===== src/rtl/reg_file_sb.sv =====
// reg_file_sb: 2-read/1-write register file with optional hard-wired zero
// register, same-cycle write-to-read bypass, a per-register pending-write
// scoreboard and a sequenced one-entry-per-cycle clear.
module reg_file_sb #(
   parameter int XLEN    = 32,
   parameter int NREG    = 32,
   parameter int AW      = $clog2(NREG),
   parameter bit ZERO_R0 = 1'b1,
   parameter bit BYPASS  = 1'b1
) (
   input  logic            clk,
   input  logic            rst_n,
   input  logic [AW-1:0]   ra1,
   input  logic [AW-1:0]   ra2,
   output logic [XLEN-1:0] rd1,
   output logic [XLEN-1:0] rd2,
   output logic            busy1,
   output logic            busy2,
   input  logic            we,
   input  logic [AW-1:0]   wa,
   input  logic [XLEN-1:0] wd,
   input  logic            alloc_en,
   input  logic [AW-1:0]   alloc_addr,
   input  logic            clr_req,
   output logic            clr_busy,
   output logic            clr_done
);

   typedef enum logic {IDLE = 1'b0, CLEAR = 1'b1} state_t;

   localparam logic [AW-1:0] LAST_IDX = AW'(NREG - 1);

   state_t            state_q, state_d;
   logic [AW-1:0]     idx_q, idx_d;
   logic              done_q, done_d;
   logic [XLEN-1:0]   r_q [NREG];
   logic [NREG-1:0]   pend_q;

   logic              wr_ok, alloc_ok, byp1, byp2;

   // r0 is a constant zero when ZERO_R0 is set: it never stores, never pends
   function automatic logic is_zero_reg(input logic [AW-1:0] a);
      return ZERO_R0 && (a == '0);
   endfunction

   // Requests are only honoured in IDLE; during a clear they are dropped
   assign wr_ok    = (state_q == IDLE) && we && !is_zero_reg(wa);
   assign alloc_ok = (state_q == IDLE) && alloc_en && !is_zero_reg(alloc_addr);

   // Bypass also requires reset deasserted so reads stay zero under reset
   assign byp1 = BYPASS && rst_n && wr_ok && (wa == ra1);
   assign byp2 = BYPASS && rst_n && wr_ok && (wa == ra2);

   assign clr_busy = (state_q == CLEAR);
   assign clr_done = done_q;

   // Read port 1: array/pend lookup, overridden by bypass, then by zero/reset
   always_comb begin
      rd1   = r_q[ra1];
      busy1 = pend_q[ra1];
      if (byp1) begin
         rd1   = wd;
         busy1 = 1'b0;
      end
      if (is_zero_reg(ra1) || !rst_n) begin
         rd1   = '0;
         busy1 = 1'b0;
      end
   end

   // Read port 2: same structure as port 1
   always_comb begin
      rd2   = r_q[ra2];
      busy2 = pend_q[ra2];
      if (byp2) begin
         rd2   = wd;
         busy2 = 1'b0;
      end
      if (is_zero_reg(ra2) || !rst_n) begin
         rd2   = '0;
         busy2 = 1'b0;
      end
   end

   // Clear sequencer next state: walk idx 0..NREG-1, pulse done after the last
   always_comb begin
      state_d = state_q;
      idx_d   = idx_q;
      done_d  = 1'b0;
      case (state_q)
         IDLE: begin
            if (clr_req) begin
               state_d = CLEAR;
               idx_d   = '0;
            end
         end
         CLEAR: begin
            idx_d = idx_q + AW'(1);
            if (idx_q == LAST_IDX) begin
               state_d = IDLE;
               idx_d   = '0;
               done_d  = 1'b1;
            end
         end
         default: state_d = IDLE;
      endcase
   end

   // Sequencer registers; reset aborts any clear without a done pulse
   always_ff @(posedge clk or negedge rst_n) begin
      if (!rst_n) begin
         state_q <= IDLE;
         idx_q   <= '0;
         done_q  <= 1'b0;
      end else begin
         state_q <= state_d;
         idx_q   <= idx_d;
         done_q  <= done_d;
      end
   end

   // Storage and scoreboard; alloc is applied after write so a new producer wins
   always_ff @(posedge clk or negedge rst_n) begin
      if (!rst_n) begin
         for (int i = 0; i < NREG; i++) r_q[i] <= '0;
         pend_q <= '0;
      end else if (state_q == CLEAR) begin
         r_q[idx_q]    <= '0;
         pend_q[idx_q] <= 1'b0;
      end else begin
         if (wr_ok) begin
            r_q[wa]    <= wd;
            pend_q[wa] <= 1'b0;
         end
         if (alloc_ok) pend_q[alloc_addr] <= 1'b1;
      end
   end

endmodule


===== config.mk =====
export PLATFORM = sky130hd
export DESIGN_NAME = reg_file_sb
export DESIGN_NICKNAME = d
export VERILOG_FILES = /design/src/rtl/reg_file_sb.sv
export SDC_FILE = /design/constraint.sdc
export NUM_CORES = 2
export LEC_CHECK = 0
export BUFFER_PORTS_ARGS = -buffer_cell sky130_fd_sc_hd__clkbuf_2
export CORE_MARGIN = 2
export CORE_UTILIZATION = 62
export DETAILED_ROUTE_END_ITERATION = 12
export HOLD_SLACK_MARGIN = 0.1
export PLACE_DENSITY = 0.79
export RECOVER_POWER = 100
export SYNTH_ARGS = -nofsm -noshare
export SYNTH_HDL_FRONTEND = slang
export SYNTH_SLANG_ARGS = --single-unit

===== constraint.sdc =====
create_clock -name clk -period 4.1 [get_ports clk]
set_clock_uncertainty 0.15 [all_clocks]
set_input_delay 0 -clock clk [delete_from_list [all_inputs] [get_ports clk]]
set_output_delay 0 -clock clk [all_outputs]
set_load 0.01 [all_outputs]

* After elaboration in Yosys (flattened, before gate mapping) *
Cells that the tools add are included.

storage, ports and cells
  flip-flop bits (word level) = 1063
  logic and storage cells = 132

cells by class
  $add $sub $neg = 1
  $lt $le $gt $ge = 14
  eq/ne operators = 4
  muxes and demuxes = 43
  bitwise operators = 12
  reductions and logical operators = 22

operators with widths
  kind                                                 number
  2-to-1 mux 1024 bit                                  2
  bitwise AND 1024 bit                                 1
  bitwise mux 1024 bit                                 1
  NOT 1024 bit                                         1
  2-to-1 mux 32 bit                                    14
  binary-select mux 32 bit (select 5 bit)              2
  demux 32 bit (select 5 bit)                          2
  bitwise AND 32 bit                                   2
  NOT 32 bit                                           2
  bitwise OR 32 bit                                    1
  < comparator 5 x 6 -> 1 bit, second input constant   5
  >= comparator 6 bit, second input constant           4
  NOT 5 -> 6 bit                                       4
  zero test 5 bit                                      4
  demux 1 bit (select 5 bit)                           3
  >= comparator 5 x 1 -> 1 bit, second input constant  3
  2-to-1 mux 1 bit                                     13
  logical AND 1 bit                                    12
  < comparator 6 x 1 -> 1 bit, second input constant   2
  binary-select mux 1 bit (select 5 bit)               2
  == test 5 bit                                        2
  2-to-1 mux 5 bit                                     2
  one-hot mux 5 bit (2 select lines)                   1
  adder 5 x 1 -> 5 bit, second input constant          1
  other kinds (7)                                      10

* Longest topological paths before layout *
  depth after elaboration = 11
  gate-level depth with buffers = 9

* Worst setup path before layout *
Ideal clock, no wire load.

  path type = flip-flop to output port
  start = register state_q (netlist: clr_busy)
  end = output rd2[11]
  arrival = 2.049 ns
  setup slack = 1.901 ns
  cell stages (with the launch flop) = 9
  cells stage by stage = dfrtp_1 > clkbuf_1 > nor2b_1 > buf_2 > o311ai_4 > o311ai_2 > clkbuf_1 > a21oi_1 > a221o_1

between the ends
  longest elaborated chain between the ends = 7

RTL lines
  element                          RTL line  text
  from (decl)                      33        state_t state_q, state_d;
  from (signal assigned)           116       state_q <= state_d;
  NOT 1 bit                        47        assign wr_ok = (state_q == IDLE) && we && !is_zero_reg(wa);
  logical AND 1 bit (2 in series)  47
  logical AND 1 bit (2 in series)  52        assign byp2 = BYPASS && rst_n && wr_ok && (wa == ra2);
  2-to-1 mux 32 bit                75        if (byp2) begin
  2-to-1 mux 32 bit                79        if (is_zero_reg(ra2) || !rst_n) begin
  to (decl)                        16        output logic [XLEN-1:0] rd2,

No other way between the ends.

* Final worst setup path *
  start = register idx_q[0]
  end = register r_q[784] (netlist name)

between the ends
  longest elaborated chain between the ends = 8

RTL lines
  element                                                                                          RTL line  text
  from (decl)                                                                                      34        logic [AW-1:0] idx_q, idx_d;
  from (signal assigned)                                                                           117       idx_q <= idx_d;
  NOT 5 -> 6 bit (implied by the code) (*)                                                         128       r_q[idx_q] <= '0;
  >= comparator 6 bit (implied by the code) / < comparator 6 x 1 -> 1 bit (equally long branches)  128
  logical AND 1 bit (implied by the code)                                                          128
  2-to-1 mux 32 bit (implied by the code)                                                          128
  demux 32 bit (select 5 bit) (*)                                                                  128
  NOT 1024 bit (no line) (*)                                                                       -
  bitwise AND 1024 bit (no line) (*)                                                               -
  2-to-1 mux 1024 bit (*)                                                                          127       end else if (state_q == CLEAR) begin
  to (signal, indexed assignment)                                                                  132       r_q[wa] <= wd;
  to (decl)                                                                                        36        logic [XLEN-1:0] r_q [NREG];

Every way passes the cells marked *; elsewhere a longest branch is shown, timed or not.
A chain may end at the register's enable or synchronous reset.

==> flow_summary.ini <==
[run_status]
status = finished with violations
violations = capacitance limit, slew limit, setup timing

[yosys]
synth.avg_cell_area_um2 = 12.8
synth_edf_count = 0
async_flop_share_pct = 100
ys_ff_latch = 1063
ys_seq_area_share_pct = 47.3
syn_nets = 4465
postSynthCellCount = 4403
syn-cell-area_um2 = 56300
yosysUniqueCellTypes = 48
synth_warnings = 0
synthFlopType = dfrtp_1

[pwr]
p_int_mw = 21.1
p_per_area_nw_per_um2 = 498
p_sw_mw = 9.79
power_frac_comb_pct = 22.4
leakage_nw = 27.8
power_frac_seq_pct = 44.0
ir_drop_v = 0.000380
totalPowerFinal_mw = 30.9
power_frac_clock_pct = 33.5
power_switching_share_pct = 31.7

[critical_path]
cp-end-kind = flop
timing.critical_path.from_type = flop
reg2reg_from = idx_q[0]$_DFFE_PN0P_
crit_arrival_ns = 4.58
reg2reg_setup_slack_ns = -0.01
ff2ff_path_depth = 5
critPathRequiredTime_ns = 4.57
crit_type = flop to flop
crit_end = r_q[784]$_DFFE_PN0P_
cp_max_fo = 28
timing.rr.end = r_q[784]$_DFFE_PN0P_
crit_path_start = idx_q[0]$_DFFE_PN0P_

[clocking]
cts_buffers = 109
htreeDepth = 3
cts_tree = built
path_clk_slew_ns = 0.06
cts.sinks = 1063
cts-root-buf = clkbuf_16
cts_resized = 0
clockBufferDepth = 3
clkLatencyLatePin_ns = 0.70

[floorplan]
initial_core_util_pct = 62.5
rows = 110
dieHeight_um = 305
die_area_um2 = 93200
die_w_um = 305
io_pins = 125
coreArea_um2 = 90000

[place]
placedCellCount = 5292
hpwl_mm = 120
dpl_cell_area_um2 = 58300
io_buffer_count = 124
dp_slack_ns = 0.910
gp_congestion = 0.913

[timing]
tightestPinTransition_ns = 2.74
finalSetupViolations = 2
max_freq_mhz = 243
hold_viol_final = 0
fin_setup_tns_ns = -0.0191
min_period_ns = 4.11
fin_crit_sh_pct = 100
worst_slack_ns = -0.0125
slew_viol_final = 1070
slew_headroom_pct = -82.4
rsz0062_at_grt = no
hold_ws_ns = 0.164

[layout]
final_cells = 5551
synthToLayoutAreaGrowth_pct = 10.2
fin_util_pct = 68.9
drive_gt1_share_pct = 16.9
design_area_um2 = 62000
fin_nets = 4345

[route]
ant_nets = 0
vias = 47800
drtIter0Drc = 8365
route.detailed.drc = 0
routed_wl_mm = 218
routedWlPerCell_um = 39.3
viasPerCell = 8.62
firstDrtPassIters = 7

[flow_run]
cap_viol_max_count = 37

[grt]
grt_max_degree = 154
antenna_found_initial = 9
grt-ovfl-total = 0
track_usage_pct = 46.3
grt_pass1_wl_mm = 317
grt_pass1_vias = 47300

[hold_path]
holdPathStages = 3
hp-class = input pin to flop
-- kinds of logic (layout without fill, tap and decap cells) --
group                    count (synthesis)  in the layout  share of synthesized area [%]
XOR/XNOR                                12             12                          0.187
AO/OA/AOI/OAI                         1704           1704                           25.6
flip-flops                            1063           1063                           47.3
multiplexers                           790            790                           20.2
buffers and inverters                  591            555                           4.36
adder cells (fa/ha/maj)                  5              5                          0.111
AND/OR/NAND/NOR                        238            238                           2.27
other                                    0              8                              0
-- per-layer routing --
metal	part of all wire, %	GRT usage, %	routed length (µm)	vias up
met2	41	63.5	89800	4953
met3	17	20.4	36600	1302
li1	-	-	-	17600
met4	8.4	32.1	18400	6
met5	0.045	0	98	-
met1	34	58.9	73300	23900
-- flip-flops by register name, indices dropped and copies added (netlist names) --
register,cells
r_q,1024
pend_q,32
idx_q,5
clr_busy,1
clr_done,1
-- synth_stat cells (7+ instances only) --
master	count	area (µm²)
a22oi_1	128	961
buf_4	28	210
nand2_1	43	161
mux2i_1	514	5140
nand3b_1	35	263
buf_2	72	360
a221oi_1	256	2240
nor2_1	74	278
a221o_1	32	320
a21oi_1	64	320
buf_1	35	131
clkbuf_1	438	1640
nor3_1	9	45.0
a22o_1	1020	8930
dfrtp_1	1063	26600
a2111o_1	32	360
o21ai_0	34	170
and3_1	7	43.8
and2_1	38	238
o21bai_1	96	721
xnor2_1	10	87.6
a2111oi_0	32	280
nand2b_1	7	43.8
inv_1	10	37.5
mux4_2	276	6220
-- power by group through the flow --
| stage | Sequential, mW | Clock (mW) | Combinational (mW) |
|---|---|---|---|
| 2_1_floorplan | 13.2 | 0 | 4.42 |
| 3_3_place_gp | 13.5 | 0 | 6.54 |
| 3_5_place_dp | 13.6 | 0 | 6.72 |
| 4_1_cts | 13.5 | 10.3 | 6.81 |
| 5_1_grt | 13.7 | 10.7 | 7.15 |
| 6_report | 13.6 | 10.3 | 6.93 |
-- worst max-delay path, cell delays in order, from the launching register on --
cell	delay (ns)
dfrtp_1	0.42
ha_1	0.25
and2_1	0.42
a21oi_1	1.15
clkbuf_2	1.30
a22o_1	0.28
-- timing repair --
| item | CTS | global route |
|---|---|---|
| hold buffers | 56 | 0 |
| buffers inserted | 0 | 0 |
| endpoints found under the setup margin | 0 | 0 |
| hold endpoints to repair | 1520 | 0 |
-- final cells by class --
type                            instances  area, µm²
Antenna cell                            8       20.0
Clock buffer                          149       3100
Clock inverter                         46        556
Fill cell                            6187      28000
Inverter                               10       40.0
Multi-Input combinational cell       2749      27500
Sequential cell                      1063      26600
Tap cell                             1176       1470
Timing Repair Buffer                  350       2700
-- worst min path at each step --
| stage | from | endpoint | slack, ns |
|---|---|---|---|
| after floorplan | rst_n | clr_busy$_DFF_PN0_ | -0.45 |
| after global placement | rst_n | r_q[931]$_DFFE_PN0P_ | -0.20 |
| after detailed placement | rst_n | r_q[931]$_DFFE_PN0P_ | -0.20 |
| after CTS | clr_req | idx_q[2]$_DFFE_PN0P_ | 0.10 |
| after global routing | clr_req | idx_q[3]$_DFFE_PN0P_ | 0.14 |
| final | clr_req | idx_q[2]$_DFFE_PN0P_ | 0.16 |
-- placed cells by master, fill, tap and decap left out, drive strengths merged, types with 74 or more instances in the layout --
cell,instances
buf,130
dfrtp,1063
mux4,276
mux2i,514
a22o,1020
nor2,74
a22oi,128
a221oi,256
o21bai,96
clkbuf,314
Note: power is estimated with default switching activity, not from simulation.
